<file path="config.mk">
export PLATFORM = sky130hd
export DESIGN_NAME = rf_variable_responder
export DESIGN_NICKNAME = d
export VERILOG_FILES = /design/src/rtl/reflection_hw_pkg.sv /design/src/rtl/rf_variable_store.sv /design/src/rtl/rf_variable_responder.sv
export SDC_FILE = /design/constraint.sdc
export NUM_CORES = 2
export LEC_CHECK = 0
export BUFFER_PORTS_ARGS = -buffer_cell sky130_fd_sc_hd__buf_2
export CAP_MARGIN = 20
export CELL_PAD_IN_SITES_DETAIL_PLACEMENT = 0
export CELL_PAD_IN_SITES_GLOBAL_PLACEMENT = 1
export CORE_AREA = 4 4 426 428
export CTS_BUF_LIST = sky130_fd_sc_hd__clkbuf_4 sky130_fd_sc_hd__clkbuf_8 sky130_fd_sc_hd__clkbuf_16
export DETAILED_ROUTE_END_ITERATION = 7
export DIE_AREA = 0 0 430 432
export HOLD_SLACK_MARGIN = 0.06
export PLACE_DENSITY_LB_ADDON = 0.12
export SLEW_MARGIN = 20
export SYNTH_ARGS = -nofsm -noshare
export SYNTH_HDL_FRONTEND = slang
export SYNTH_HIERARCHICAL = 1
export SYNTH_SLANG_ARGS = --single-unit
export TNS_END_PERCENT = 50
</file>
<file path="constraint.sdc">
create_clock -name clk -period 3 [get_ports clk]
set_input_delay 0.3 -clock clk [delete_from_list [all_inputs] [get_ports clk]]
set_output_delay 0.3 -clock clk [all_outputs]
set_load 0.03 [all_outputs]
</file>
<file path="src/rtl/reflection_hw_pkg.sv">
// rtl/reflection_hw_pkg.sv - shared status codes, FSM states and widths for the reflection responder
package reflection_hw_pkg;

  localparam int STATUS_WIDTH = 2;

  typedef enum logic [STATUS_WIDTH-1:0] {
    OK          = 2'd0,
    NO_SUCH_VAR = 2'd1,
    READ_ONLY   = 2'd2,
    BAD_LENGTH  = 2'd3
  } rf_status_e;

  typedef enum logic [2:0] {
    IDLE       = 3'd0,
    WR_COLLECT = 3'd1,
    WR_DRAIN   = 3'd2,
    RSP_SINGLE = 3'd3,
    RD_STREAM  = 3'd4
  } rf_state_e;

endpackage

</file>
<file path="src/rtl/rf_variable_store.sv">
// rtl/rf_variable_store.sv - variable register array with one bus write port and per-variable hw write ports
module rf_variable_store
  import reflection_hw_pkg::*;
#(
  parameter int NUM_VARS  = 8,
  parameter int ID_WIDTH  = 4,
  parameter int VAR_WIDTH = 64
) (
  input  logic                          clk,
  input  logic                          rst,
  input  logic                          bus_wr_en,
  input  logic [ID_WIDTH-1:0]           bus_wr_id,
  input  logic [VAR_WIDTH-1:0]          bus_wr_data,
  input  logic [NUM_VARS-1:0]           hw_wr_en,
  input  logic [NUM_VARS*VAR_WIDTH-1:0] hw_wr_data,
  output logic [NUM_VARS*VAR_WIDTH-1:0] var_value
);

  logic [NUM_VARS*VAR_WIDTH-1:0] mem_q;
  logic [NUM_VARS*VAR_WIDTH-1:0] mem_d;

  // Bus write is applied after the hw write so it wins on a same-cycle collision.
  always_comb begin
    mem_d = mem_q;
    for (int i = 0; i < NUM_VARS; i++) begin
      if (hw_wr_en[i]) begin
        mem_d[i*VAR_WIDTH +: VAR_WIDTH] = hw_wr_data[i*VAR_WIDTH +: VAR_WIDTH];
      end
      if (bus_wr_en && (32'(bus_wr_id) == i)) begin
        mem_d[i*VAR_WIDTH +: VAR_WIDTH] = bus_wr_data;
      end
    end
  end

  always_ff @(posedge clk) begin
    if (rst) begin
      mem_q <= '0;
    end else begin
      mem_q <= mem_d;
    end
  end

  assign var_value = mem_q;

endmodule

</file>
<file path="src/rtl/rf_variable_responder.sv">
// rtl/rf_variable_responder.sv - GET/SET responder serving multi-beat variable access by ID
module rf_variable_responder
  import reflection_hw_pkg::*;
#(
  parameter int                  NUM_VARS   = 8,
  parameter int                  ID_WIDTH   = 4,
  parameter int                  VAR_WIDTH  = 64,
  parameter int                  DATA_WIDTH = 32,
  parameter logic [NUM_VARS-1:0] RO_MASK    = '0
) (
  input  logic                          clk,
  input  logic                          rst,
  input  logic                          req_valid,
  output logic                          req_ready,
  input  logic                          req_write,
  input  logic [ID_WIDTH-1:0]           req_id,
  input  logic [DATA_WIDTH-1:0]         req_data,
  input  logic                          req_last,
  output logic                          rsp_valid,
  input  logic                          rsp_ready,
  output logic [DATA_WIDTH-1:0]         rsp_data,
  output logic                          rsp_last,
  output logic [STATUS_WIDTH-1:0]       rsp_status,
  input  logic [NUM_VARS-1:0]           hw_wr_en,
  input  logic [NUM_VARS*VAR_WIDTH-1:0] hw_wr_data,
  output logic [NUM_VARS*VAR_WIDTH-1:0] var_value
);

  localparam int BEATS   = VAR_WIDTH / DATA_WIDTH;
  localparam int CNT_W   = (BEATS > 1) ? $clog2(BEATS) : 1;
  localparam int ID_SPAN = 2 ** ID_WIDTH;
  // Read-only mask widened to the full ID space so any ID can index it directly.
  localparam logic [ID_SPAN-1:0] RO_EXT = ID_SPAN'(RO_MASK);

  rf_state_e             state_q, state_d;
  rf_status_e            status_q, status_d;
  logic [ID_WIDTH-1:0]   id_q, id_d;
  logic [CNT_W-1:0]      cnt_q, cnt_d;
  logic [VAR_WIDTH-1:0]  collect_q, collect_d;
  logic [VAR_WIDTH-1:0]  snap_q, snap_d;

  logic                  req_fire;
  logic [CNT_W-1:0]      slot;
  logic [VAR_WIDTH-1:0]  collect_fill;
  logic                  commit_en;
  logic [ID_WIDTH-1:0]   commit_id;

  function automatic rf_status_e id_status(input logic [ID_WIDTH-1:0] id);
    if (32'(id) >= NUM_VARS) return NO_SUCH_VAR;
    if (RO_EXT[id]) return READ_ONLY;
    return OK;
  endfunction

  assign req_ready = (state_q == IDLE) || (state_q == WR_COLLECT) || (state_q == WR_DRAIN);
  assign req_fire  = req_valid && req_ready;

  assign rsp_valid  = (state_q == RSP_SINGLE) || (state_q == RD_STREAM);
  assign rsp_data   = (state_q == RD_STREAM) ? snap_q[DATA_WIDTH-1:0] : '0;
  assign rsp_last   = (state_q == RSP_SINGLE) ||
                      ((state_q == RD_STREAM) && (32'(cnt_q) == BEATS - 1));
  assign rsp_status = (state_q == RSP_SINGLE) ? status_q : OK;

  // The incoming beat lands in slot 0 on the first beat, slot cnt afterwards.
  always_comb begin
    slot         = (state_q == IDLE) ? '0 : cnt_q;
    collect_fill = collect_q;
    for (int b = 0; b < BEATS; b++) begin
      if (32'(slot) == b) begin
        collect_fill[b*DATA_WIDTH +: DATA_WIDTH] = req_data;
      end
    end
  end

  always_comb begin
    state_d   = state_q;
    status_d  = status_q;
    id_d      = id_q;
    cnt_d     = cnt_q;
    collect_d = collect_q;
    snap_d    = snap_q;
    commit_en = 1'b0;
    commit_id = id_q;

    case (state_q)
      IDLE: begin
        if (req_fire) begin
          cnt_d = '0;
          if (!req_write) begin
            if (32'(req_id) < NUM_VARS) begin
              for (int v = 0; v < NUM_VARS; v++) begin
                if (32'(req_id) == v) snap_d = var_value[v*VAR_WIDTH +: VAR_WIDTH];
              end
              status_d = OK;
              state_d  = RD_STREAM;
            end else begin
              status_d = NO_SUCH_VAR;
              state_d  = RSP_SINGLE;
            end
          end else begin
            id_d      = req_id;
            status_d  = id_status(req_id);
            collect_d = collect_fill;
            if (BEATS == 1) begin
              if (req_last) begin
                commit_en = (id_status(req_id) == OK);
                commit_id = req_id;
                state_d   = RSP_SINGLE;
              end else begin
                state_d = WR_DRAIN;
              end
            end else if (req_last) begin
              status_d = BAD_LENGTH;
              state_d  = RSP_SINGLE;
            end else begin
              cnt_d   = CNT_W'(1);
              state_d = WR_COLLECT;
            end
          end
        end
      end

      WR_COLLECT: begin
        if (req_fire) begin
          collect_d = collect_fill;
          cnt_d     = cnt_q + 1'b1;
          if (req_last) begin
            if (32'(cnt_q) < BEATS - 1) begin
              status_d = BAD_LENGTH;
            end else begin
              commit_en = (status_q == OK);
            end
            state_d = RSP_SINGLE;
          end else if (32'(cnt_q) == BEATS - 1) begin
            state_d = WR_DRAIN;
          end
        end
      end

      WR_DRAIN: begin
        if (req_fire && req_last) begin
          status_d = BAD_LENGTH;
          state_d  = RSP_SINGLE;
        end
      end

      RSP_SINGLE: begin
        if (rsp_ready) state_d = IDLE;
      end

      RD_STREAM: begin
        if (rsp_ready) begin
          snap_d = snap_q >> DATA_WIDTH;
          cnt_d  = cnt_q + 1'b1;
          if (32'(cnt_q) == BEATS - 1) state_d = IDLE;
        end
      end

      default: state_d = IDLE;
    endcase
  end

  always_ff @(posedge clk) begin
    if (rst) begin
      state_q   <= IDLE;
      status_q  <= OK;
      id_q      <= '0;
      cnt_q     <= '0;
      collect_q <= '0;
      snap_q    <= '0;
    end else begin
      state_q   <= state_d;
      status_q  <= status_d;
      id_q      <= id_d;
      cnt_q     <= cnt_d;
      collect_q <= collect_d;
      snap_q    <= snap_d;
    end
  end

  rf_variable_store #(
    .NUM_VARS (NUM_VARS),
    .ID_WIDTH (ID_WIDTH),
    .VAR_WIDTH(VAR_WIDTH)
  ) u_store (
    .clk        (clk),
    .rst        (rst),
    .bus_wr_en  (commit_en),
    .bus_wr_id  (commit_id),
    .bus_wr_data(collect_fill),
    .hw_wr_en   (hw_wr_en),
    .hw_wr_data (hw_wr_data),
    .var_value  (var_value)
  );

endmodule

</file>
==> flow_results.org <==
** Run status
- Outcome :: finished clean

** Min path
- The min-delay analysis places its worst path in the category primary input to register.
- Cell depth of the worst min-delay path :: 3

** Clocking
- Root buf cell :: sky130_fd_sc_hd__clkbuf_16
- TritonCTS built the clock tree.
- Clock tree synthesis inserted a total of 92 buffers.
- For the worst-skew pair, the clock arrives at the later sink with an insertion delay of 0.72 ns.
- Clock-pin slew was measured on the worst setup and hold paths at 0.06 ns.
- Max H-tree Level :: 3
- No sink is reached through more buffers than the 3 on the longest clock path.
- The tree built by TritonCTS fans out to 650 sinks.

** GRT
- Pin count of the biggest net entering global routing :: 146
- Global-route wire length before repair :: 380 mm
- The number of antenna violations at the first check in global routing was 64.
- Global route total overflow :: 0
- The via count of the first global-routing pass was 41,100.
- GRT Overall Usage :: 29.8%

** STA
- Crit path setup slack, layout :: 0.114 ns
- The worst path uses 96.2% of the clock period.
- Worst hold slack after final layout :: 0.0813 ns
- The count of final hold-check violations was 0.
- Final Skew :: 0.0273 ns
- Post-layout min period :: 2.89 ns
- Actual slew at the worst max-slew pin :: 1.19 ns
- Final setup vio count :: 0
- Headroom to the max-slew limit came out at 20.7%.
- Derived from the worst setup path, the maximum achievable clock frequency is 347 MHz.
- Number of max-slew violations in the final report :: 0
- Setup repair after global routing left no endpoint under its margin.

** Logic synthesis
- In this run, synthesis inferred 0 flip-flops with an integrated enable.
- Total nets after synthesis :: 4,602
- Summing every instance area after synthesis gives 35,400 µm².
- Counting flops with an async set or reset pin after synthesis yields a share of 0%.
- Predominant post-synthesis flop cell :: sky130_fd_sc_hd__dfxtp_1
- Synthesized area divided by synthesized cell count :: 8.76 µm²
- Portion of synthesized cell area occupied by the leading cell type :: 36.8%
- Summing the sequential cell areas from Yosys gives 36.8% of the chip area.
- Area contributors post-synth :: sky130_fd_sc_hd__dfxtp_1, sky130_fd_sc_hd__mux2i_1, sky130_fd_sc_hd__a211oi_1
- In the synthesized netlist, the number of instances is 4,040.
- Synthesis warning total :: 6
- The most common cell in the synthesized netlist is sky130_fd_sc_hd__dfxtp_1.
- The synthesized netlist contains 78 unique library cells.
- By count the netlist is led by sky130_fd_sc_hd__dfxtp_1, sky130_fd_sc_hd__nor2_1, sky130_fd_sc_hd__a211oi_1.
- The largest total area in the synthesized netlist belongs to sky130_fd_sc_hd__dfxtp_1.
- After synthesis the netlist holds a flip-flop and latch count of 650.

** Worst setup path
- Maximum fanout along the worst path :: 25
- Worst r2r path cells :: 10
- Data arrives at the worst endpoint at 3.50 ns.
- STA classifies the critical path startpoint as a primary input.
- STA classifies the critical path endpoint as a register.
- The critical path is of the primary input to register type.
- For the worst setup path, the data required time is 3.61 ns.

** Drt
- Drc violations :: 0
- Final Routed Wirelength :: 289 mm
- In this run the remaining antenna-violating nets after routing total 0.
- Routed WL per cell :: 36.3 µm
- For this run, the detailed router's first-pass iteration total came to 5.
- In this run, the number of DRC markers left after iteration 0 of detailed routing was 3,054.
- Via count :: 40,200
- Post-detailed-route via-to-cell ratio :: 5.05

** Placed design
- In this run the tool buffered the top-level ports with 1,110 buffer cells.
- Post-placement worst setup slack :: -0.0894 ns
- GP Congestion :: 0.877
- Final HPWL from detailed placement :: 220 mm
- Cell count after placement :: 7,230

** Floorplan
- In this run the standard cell core region covers 178,000 µm².
- Row Count :: 155
- Die outline height :: 432 µm
- Chip width :: 430 µm
- The initial utilization of the core area, before any placement, comes to 19.9%.
- The die covers 186,000 µm².
- During I/O placement, the number of pins put on the boundary was 1,111.

** Power and ir drop
- P_sw :: 0.00966 W
- The share of total power dissipated in combinational logic is 22.9%.
- Maximum vdd drop :: 0.446 mV
- Cell internal power was estimated by the tool at 0.0186 W.
- Of the total power, the share spent switching nets is 34.2%.
- Cell leakage power :: 22.6 nW
- The share of total power dissipated in the clock network is 41.9%.
- Power spread over the standard cell area amounts to 538 nW/µm².
- Per report_power, the sequential group accounts for 35.2% of the total.
- After layout, the design draws a total of 0.0283 W.

** Finish
- Layout Area Growth over Synthesis :: 48.4%
- Layout cell share with drive strength beyond 1 :: 29.5%
- The filler cells instantiated in the layout total 19,100.
- Layout net count :: 6,080
- Post-route insts no fill :: 7,963

** Flow run
- Number of max-cap violations :: 0
-- state kept, by name, summed over array words and instances (netlist names) --
| name | count |
|---|---|
| cnt_q | 1 |
| collect_q | 64 |
| commit_id | 4 |
| snap_q | 64 |
| state_q | 3 |
| status_q | 2 |
| u_store/var_value | 512 |
-- worst max-delay path: stages --
cell                            delay [ns]
sky130_fd_sc_hd__dlygate4sd3_1        0.55
sky130_fd_sc_hd__buf_4                0.35
sky130_fd_sc_hd__buf_4                0.24
sky130_fd_sc_hd__or2_4                0.58
sky130_fd_sc_hd__nand2_1              0.24
sky130_fd_sc_hd__a2bb2oi_1            0.47
sky130_fd_sc_hd__o211ai_1             0.36
sky130_fd_sc_hd__a221oi_1             0.34
-- placed cells by master, fill, tap and decap left out, types with 14 or more instances in the layout --
cell type	count
sky130_fd_sc_hd__mux2i_1	508
sky130_fd_sc_hd__mux2_2	101
sky130_fd_sc_hd__or3b_2	43
sky130_fd_sc_hd__clkbuf_4	22
sky130_fd_sc_hd__nand3_1	15
sky130_fd_sc_hd__and3_1	18
sky130_fd_sc_hd__or3_1	67
sky130_fd_sc_hd__o221ai_1	16
sky130_fd_sc_hd__dfxtp_1	648
sky130_fd_sc_hd__mux4_2	16
sky130_fd_sc_hd__a211oi_1	512
sky130_fd_sc_hd__dlygate4sd3_1	549
sky130_fd_sc_hd__nor2_1	574
sky130_fd_sc_hd__nor3_1	20
sky130_fd_sc_hd__buf_4	104
sky130_fd_sc_hd__buf_2	1091
sky130_fd_sc_hd__o22ai_1	36
sky130_fd_sc_hd__a221oi_1	24
sky130_fd_sc_hd__nor2b_1	41
sky130_fd_sc_hd__o21bai_1	19
sky130_fd_sc_hd__o21ai_1	18
sky130_fd_sc_hd__a22o_1	14
sky130_fd_sc_hd__o22a_1	17
sky130_fd_sc_hd__or3b_1	19
sky130_fd_sc_hd__clkbuf_16	94
sky130_fd_sc_hd__a31oi_1	22
sky130_fd_sc_hd__and2_1	38
sky130_fd_sc_hd__a21oi_1	199
sky130_fd_sc_hd__nand2_1	194
sky130_fd_sc_hd__a22oi_1	29
sky130_fd_sc_hd__nand2b_1	34
sky130_fd_sc_hd__clkbuf_8	25
sky130_fd_sc_hd__buf_12	41
sky130_fd_sc_hd__nor3b_1	26
sky130_fd_sc_hd__o21ai_0	138
sky130_fd_sc_hd__inv_1	18
sky130_fd_sc_hd__diode_2	24
-- power groups by stage --
stage	clock network, W	logic, W	registers (W)
after floorplan	0	0.00242	0.0105
after global placement	0	0.00581	0.0101
after detailed placement	0	0.00580	0.0101
after CTS	0.0121	0.00649	0.00994
after global routing	0.0124	0.00674	0.00998
final	0.0118	0.00646	0.00995
-- worst paths after layout --
path / slack (ns) / start / endpoint
worst min register to register: 0.45 / collect_q[19] / collect_q[19]
worst max register to register: 0.24 / state_q[2] / u_store/var_value[471]
worst min-delay path: 0.08 / hw_wr_data[332] / u_store/var_value[332]
worst max-delay path: 0.11 / req_id[3] / snap_q[12]
-- layer usage --
metal,up-vias,GRT usage [%],part of all wire (%)
met1,20200,34.5,39
met5,-,0,0.0073
met2,1630,53.4,50
met3,469,3.96,4.6
met4,4,15.7,6.3
li1,17900,-,-
-- stage by stage --
step | setup TNS [ns] | area, µm² | util, %
floorplan | 0 | 35400 | -
global placement | -0.164 | 43800 | 24.6
detailed placement | -0.0894 | 43800 | 24.6
CTS | 0 | 52400 | 29.5
global route | 0 | 52500 | 29.5
finish | 0 | 52500 | 29.5
-- what timing repair did --
item                                    in CTS  in global routing
endpoints found under the hold margin      583                  0
gates resized for setup                      1                  3
endpoints found under the setup margin       1                  4
hold buffers                               549                  0
setup buffers                                0                  0
-- cells by family after synthesis --
group | share of synthesized area (%)
simple gates | 16.1
mux | 18.6
compound gates | 22.6
flops | 36.8
xor+xnor | 0.0495
buf+inv | 5.90
-- area by class of cell --
type / count / area (µm²) / area share [%]
flip-flops and latches: 650 / 13000 / 24.8
diodes: 24 / 60.1 / 0.114
clock buffers: 141 / 2860 / 5.45
well taps: 2355 / 2950 / 5.61
inverters: 20 / 76.3 / 0.145
multi-input cells: 2954 / 20500 / 39.0
clock inverters: 19 / 322 / 0.612
repair buffers: 1800 / 12700 / 24.3
No activity file was read; power rests on OpenSTA's default activity.
